<file path="config.mk">
export PLATFORM = sky130hd
export DESIGN_NAME = data_modulate_kxk
export DESIGN_NICKNAME = d
export VERILOG_FILES = /design/src/rtl/data_modulate_pkg.sv /design/src/rtl/dm_shift_window.sv /design/src/rtl/data_modulate_kxk.sv
export SDC_FILE = /design/constraint.sdc
export NUM_CORES = 1
export LEC_CHECK = 0
export ABC_AREA = 1
export CORE_ASPECT_RATIO = 1.2
export CORE_MARGIN = 1.5
export CORE_UTILIZATION = 50
export DETAILED_ROUTE_END_ITERATION = 7
export GPL_TIMING_DRIVEN = 0
export PLACE_DENSITY = 0.83
export RECOVER_POWER = 25
export SLEW_MARGIN = 10
export SYNTH_ARGS = -nofsm -noshare
export SYNTH_HDL_FRONTEND = slang
export SYNTH_SLANG_ARGS = --single-unit
</file>
<file path="constraint.sdc">
create_clock -name clk -period 2.6 [get_ports clk]
set_input_delay 0.52 -clock clk [delete_from_list [all_inputs] [get_ports clk]]
set_output_delay 0.52 -clock clk [all_outputs]
set_load 0.05 [all_outputs]
</file>
<file path="src/rtl/data_modulate_pkg.sv">
// Shared definitions for the KxK window modulator: FSM states, the
// half-window helper and the zero value used for all border padding.
package data_modulate_pkg;

  typedef enum logic [2:0] {
    IDLE  = 3'd0,
    FILL  = 3'd1,
    RUN   = 3'd2,
    FLUSH = 3'd3,
    DONE  = 3'd4
  } state_t;

  // Pixel value injected for out-of-image taps.
  localparam int PAD_PIX = 0;

  // Number of taps on each side of the window centre.
  function automatic int half_win(input int k);
    return (k - 1) / 2;
  endfunction

endpackage

</file>
<file path="src/rtl/dm_shift_window.sv">
// KxK tap register array. Each shift moves every tap one column to the
// left and loads a new column into the rightmost column; clear zeroes all.
module dm_shift_window
  import data_modulate_pkg::*;
#(
  parameter int K  = 5,
  parameter int DW = 8
) (
  input  logic                clk,
  input  logic                rst,
  input  logic                clr,
  input  logic                shift_en,
  input  logic [K*DW-1:0]     col,
  output logic [K*K*DW-1:0]   win
);

  localparam logic [DW-1:0] PAD = DW'(PAD_PIX);

  // Shift the window left by one column, clear has priority over shift
  always_ff @(posedge clk or negedge rst) begin
    if (!rst) begin
      win <= '0;
    end else if (clr) begin
      win <= {K*K{PAD}};
    end else if (shift_en) begin
      for (int kr = 0; kr < K; kr++) begin
        for (int j = 0; j < K - 1; j++) begin
          win[(kr*K+j)*DW +: DW] <= win[(kr*K+j+1)*DW +: DW];
        end
        win[(kr*K+K-1)*DW +: DW] <= col[kr*DW +: DW];
      end
    end
  end

endmodule

</file>
<file path="src/rtl/data_modulate_kxk.sv">
// KxK sliding-window generator over a ROWSxCOLS image fed column by column.
// Borders are zero padded. Optional status ports (frame counter, overrun
// flag) are built only when DATA_MODULATE_STATUS_EN is defined.
module data_modulate_kxk
  import data_modulate_pkg::*;
#(
  parameter int K    = 5,
  parameter int DW   = 8,
  parameter int ROWS = 7,
  parameter int COLS = 7
) (
  input  logic                clk,
  input  logic                rst,
  input  logic                start_i,
  input  logic [K*DW-1:0]     col_i,
  input  logic                col_valid_i,
  output logic                col_ready_o,
  output logic [K*K*DW-1:0]   win_o,
  output logic                win_valid_o,
  input  logic                win_ready_i,
  output logic                done_o
`ifdef DATA_MODULATE_STATUS_EN
  ,
  output logic [15:0]         frame_cnt_o,
  output logic                overrun_o
`endif
);

  localparam int H  = half_win(K);
  localparam int RW = $clog2(ROWS);
  localparam int CW = $clog2(COLS);
  localparam logic [CW-1:0] H_C      = CW'(H);
  localparam logic [CW-1:0] H_M1     = CW'(H - 1);
  localparam logic [CW-1:0] COL_LAST = CW'(COLS - 1);
  localparam logic [RW-1:0] ROW_LAST = RW'(ROWS - 1);
  localparam logic [DW-1:0] PAD      = DW'(PAD_PIX);

  state_t            state;
  logic [CW-1:0]     col_cnt;
  logic [RW-1:0]     row_cnt;
  logic              out_free;
  logic              col_accept;
  logic              flush_shift;
  logic              flush_end;
  logic              start_take;
  logic              win_clr;
  logic              shift_en;
  logic [K*DW-1:0]   col_masked;
  logic [K*DW-1:0]   shift_col;

  // Handshake qualifiers derived from the current state
  always_comb begin
    out_free    = !win_valid_o || win_ready_i;
    col_ready_o = ((state == FILL) || (state == RUN)) && out_free;
    col_accept  = col_valid_i && col_ready_o;
    flush_shift = (state == FLUSH) && (col_cnt < H_C) && out_free;
    flush_end   = (state == FLUSH) && (col_cnt == H_C) && win_valid_o && win_ready_i;
    start_take  = ((state == IDLE) || (state == DONE)) && start_i;
    win_clr     = start_take || flush_end;
    shift_en    = col_accept || flush_shift;
  end

  // Zero the taps of rows that fall above or below the image
  always_comb begin
    col_masked = col_i;
    for (int k = 0; k < K; k++) begin
      if ((int'(row_cnt) + k - H < 0) || (int'(row_cnt) + k - H > ROWS - 1)) begin
        col_masked[k*DW +: DW] = PAD;
      end
    end
    shift_col = col_accept ? col_masked : {K{PAD}};
  end

  dm_shift_window #(
    .K  (K),
    .DW (DW)
  ) u_window (
    .clk      (clk),
    .rst      (rst),
    .clr      (win_clr),
    .shift_en (shift_en),
    .col      (shift_col),
    .win      (win_o)
  );

  // Frame sequencing: fill, run and flush each row, then report done
  always_ff @(posedge clk or negedge rst) begin
    if (!rst) begin
      state       <= IDLE;
      col_cnt     <= '0;
      row_cnt     <= '0;
      win_valid_o <= 1'b0;
      done_o      <= 1'b0;
    end else begin
      if (win_valid_o && win_ready_i) begin
        win_valid_o <= 1'b0;
      end
      case (state)
        IDLE, DONE: begin
          if (start_i) begin
            state   <= FILL;
            col_cnt <= '0;
            row_cnt <= '0;
            done_o  <= 1'b0;
          end
        end
        FILL: begin
          if (col_accept) begin
            col_cnt <= col_cnt + CW'(1);
            if (col_cnt == H_M1) begin
              state <= RUN;
            end
          end
        end
        RUN: begin
          if (col_accept) begin
            win_valid_o <= 1'b1;
            if (col_cnt == COL_LAST) begin
              state   <= FLUSH;
              col_cnt <= '0;
            end else begin
              col_cnt <= col_cnt + CW'(1);
            end
          end
        end
        FLUSH: begin
          if (flush_shift) begin
            win_valid_o <= 1'b1;
            col_cnt     <= col_cnt + CW'(1);
          end else if (flush_end) begin
            col_cnt <= '0;
            if (row_cnt == ROW_LAST) begin
              state   <= DONE;
              done_o  <= 1'b1;
              row_cnt <= '0;
            end else begin
              state   <= FILL;
              row_cnt <= row_cnt + RW'(1);
            end
          end
        end
        default: state <= IDLE;
      endcase
    end
  end

`ifdef DATA_MODULATE_STATUS_EN
  // Completed-frame counter and sticky overrun flag
  always_ff @(posedge clk or negedge rst) begin
    if (!rst) begin
      frame_cnt_o <= '0;
      overrun_o   <= 1'b0;
    end else begin
      if (flush_end && (row_cnt == ROW_LAST)) begin
        frame_cnt_o <= frame_cnt_o + 16'd1;
      end
      if (start_take) begin
        overrun_o <= 1'b0;
      end else if (col_valid_i && !col_ready_o && ((state == FLUSH) || (state == DONE))) begin
        overrun_o <= 1'b1;
      end
    end
  end
`endif

endmodule

</file>
==> out/results.ini, run 1 <==
[clocking]
htreeDepth=1
ctsHoldBuffers=0
clockBufferDepth=3
cts_tree=built
cts_setup_buffers=0
clkSinkCount=211
cts_root_buffer=clkbuf_16
worstSkewPairLatency_ns=0.49
clk_pin_slew_ns=0.06
ctsResizeCount=1
numCtsBuffers=21

[cells_and_area]
drive_above_1_share_pct=7.502
final_common_cell=nand2_1
mostFrequentLayoutCells=458 x nand2_1, 245 x clkdlybuf4s50_1, 211 x dfrtp_1, 194 x nand3_1, 33 x buf_2
fin_util_pct=70.71
fin_area_sq_um=12330
fillers=1318
areaGrowthSynthToFinish_pct=39.52
nets=1338
antenna_cells=0

[job]
drv_cap=1

[timing]
hold_viol=0
rsz0062_at_grt=no
fin_skew_ns=0.01039
post-route-period-util_pct=88.77
period_needed_ns=2.308
relSlewSlack_pct=-50.23
worst_pin_slew_ns=2.253
finalSetupViolations=0
setup_tns_ns=0
slew_viol_final=98
fmax_mhz=433.3

[worst_setup_path]
cp.arrival_ns=1.79
worst-r2r-cell-count=9
crit_type=reg -> out
critPathBufInv=1
crit_chain=clkdlybuf4s50_1
start_kind=register
cpPeakStageDelay_ns=0.86
cp-end-kind=primary output
r2r-start=col_cnt[0]
reg2reg_slack_ns=0.46
crit_start=u_window.win[69]
cp_slowest_cell=clkdlybuf4s50_1
critPathTopFamily=buffers and inverters
crit_required_ns=2.08
crit_path_max_fanout=3
reg2reg_to=u_window.win[128]

[floorplan]
rows=53
die_x_um=124.4
die_h_um=148.6
die-area_sq_um=18490
start_util_pct=50.68
pin_count=248
core-area_sq_um=17440

[power_and_ir_drop]
power_per_cell_area_nw_per_um2=1093
ir_drop_mv=0.6867
pwr-share-seq_pct=31.5
clkPwrFrac_pct=23.7
combPwrFrac_pct=44.8
swShare_pct=44.59
p_sw_uw=6012
p_leak_uw=0.006472
p_int_uw=7471

[detailed_routing]
first_iter_violations=573
first_pass_iters=5
routed_wl_mm=24.71
drc=0
viasPerCell=5.180
vias=7837
wire_per_inst_um=16.33
ant_nets=0

[synthesis]
yosysWarnings=0
ys_ff_latch=211
netlist_area_sq_um=8838
yosysUniqueCellTypes=26
syn_nets=1067
synth.avg_cell_area_sq_um=8.768
synth_seq_area_share_pct=59.74
postSynthCellCount=1008

[global_route]
gr-total-overflow=0
grt_pass1_wl_mm=39.59
grt_usage_pct=26.45
grt_max_degree=115
grt_pass1_vias=7509
antenna_found_initial=0

[min_path]
worst_hold_path_type=reg -> reg
min_from=u_window.win[85]
hold_depth=2
hold_path_end=u_window.win[85]

[outcome]
violations=max-capacitance violations, max-slew violations
outcome=finished with violations

[place]
gp_congestion=0.8259
place_area_sq_um=11620
io_buffers=247
dp_hpwl_mm=17.89

## tightest hold or removal path, cell delays in order (launching register included)
cell and delay (ns):
dfrtp_1 0.34, nand2_1 0.05, nand2_1 0.05
## cell type report
type                       count  area [sq um]  share of cell area [%]
sequential                   211          5280                   42.82
multi-input combinational    714          3132                   25.40
timing repair buffer         248          2490                   20.19
clock buffer                  28         601.8                   4.880
buffer                        58         332.8                   2.699
tap                          220         275.3                   2.232
clock inverter                 9         126.4                   1.025
inverter                      25         93.84                  0.7610
## through the flow
| step | total power [uW] | setup slack (ns) | hold WS (ns) | std cells |
|---|---|---|---|---|
| floorplan | 8255 | 0.5411 | 0.2244 | 1008 |
| global placement | 10230 | -7.761 | 0.4527 | 1475 |
| detailed placement | 10340 | -0.1506 | 0.4572 | 1476 |
| CTS | 13540 | 0.06317 | 0.09435 | 1513 |
| global route | 14170 | 0.1069 | 0.4854 | 1513 |
| finish | 13480 | 0.2920 | 0.4678 | 1513 |
## registers in the layout, indices dropped and copies added, names as in the netlist
register,cells
win_valid_o,1
u_window.win,200
col_cnt,3
done_o,1
row_cnt,3
state,3
## synthesized netlist by cell type
cell / count / area, sq um
a21oi_1: 1 / 5.000
a22oi_2: 1 / 12.51
buf_2: 32 / 160.2
buf_4: 16 / 120.1
buf_6: 2 / 22.52
clkbuf_1: 8 / 30.03
dfrtp_1: 211 / 5280
ha_1: 14 / 175.2
inv_1: 23 / 86.33
inv_2: 2 / 7.510
nand2_1: 458 / 1719
nand2_2: 2 / 12.51
nand3_1: 194 / 970.9
nand3_2: 2 / 20.02
nand3b_1: 1 / 7.510
nand4_1: 3 / 18.77
nor2_1: 20 / 75.07
nor2_2: 1 / 6.260
o21a_1: 1 / 7.510
o21ai_0: 6 / 30.03
o21ai_1: 3 / 15.01
o21ai_2: 1 / 8.760
o21bai_1: 3 / 22.52
o31ai_1: 1 / 7.510
xnor2_1: 1 / 8.760
xor2_1: 1 / 8.760
## worst max-delay path by stage
stage | depth (start not counted) | endpoint | slack [ns]
after floorplan | 3 | col_ready_o | 0.54
after global placement | 1 | u_window.win[81] | -7.76
after detailed placement | 6 | col_ready_o | -0.15
after CTS | 6 | col_ready_o | 0.06
after global routing | 2 | u_window.win[144] | 0.11
final | 1 | win_o[69] | 0.29
## logic make-up (layout without fill, tap and decap cells)
kind of cell             after synthesis  count (layout)  share of synthesized area, %
adder cells (fa/ha/maj)               14              14                         1.982
AO/OA/AOI/OAI                         17              17                         1.232
buffers and inverters                 83             368                         4.827
flip-flops                           211             211                         59.74
AND/OR/NAND/NOR                      681             681                         32.02
XOR/XNOR                               2               2                        0.1982
## metal layers
layer | up-vias | GRT usage [%] | part of all wire, %
met5 | - | 0 | 0
met4 | 0 | 9.655 | 3.3
met2 | 243 | 46.62 | 52
met1 | 3776 | 32.87 | 40
li1 | 3768 | - | -
met3 | 50 | 4.532 | 5.5
## power groups by stage
stage | Combinational, uW | Clock, uW | Sequential, uW
6_report | 6040 | 3190 | 4250
5_1_grt | 6460 | 3390 | 4320
4_1_cts | 6060 | 3230 | 4240
3_5_place_dp | 6050 | 0 | 4290
3_3_place_gp | 5950 | 0 | 4280
2_1_floorplan | 2430 | 0 | 5820
(Power assumes the default switching activity.)
==> run 2, diff against run 1 <==
--- a/config.mk
+++ b/config.mk
@@ -17,3 +17,4 @@
 export SYNTH_ARGS = -nofsm -noshare
 export SYNTH_HDL_FRONTEND = slang
 export SYNTH_SLANG_ARGS = --single-unit
+export TNS_END_PERCENT = 50
==> results of run 2 <==
Final layout, timing and power as in run 1 (identical DEF).
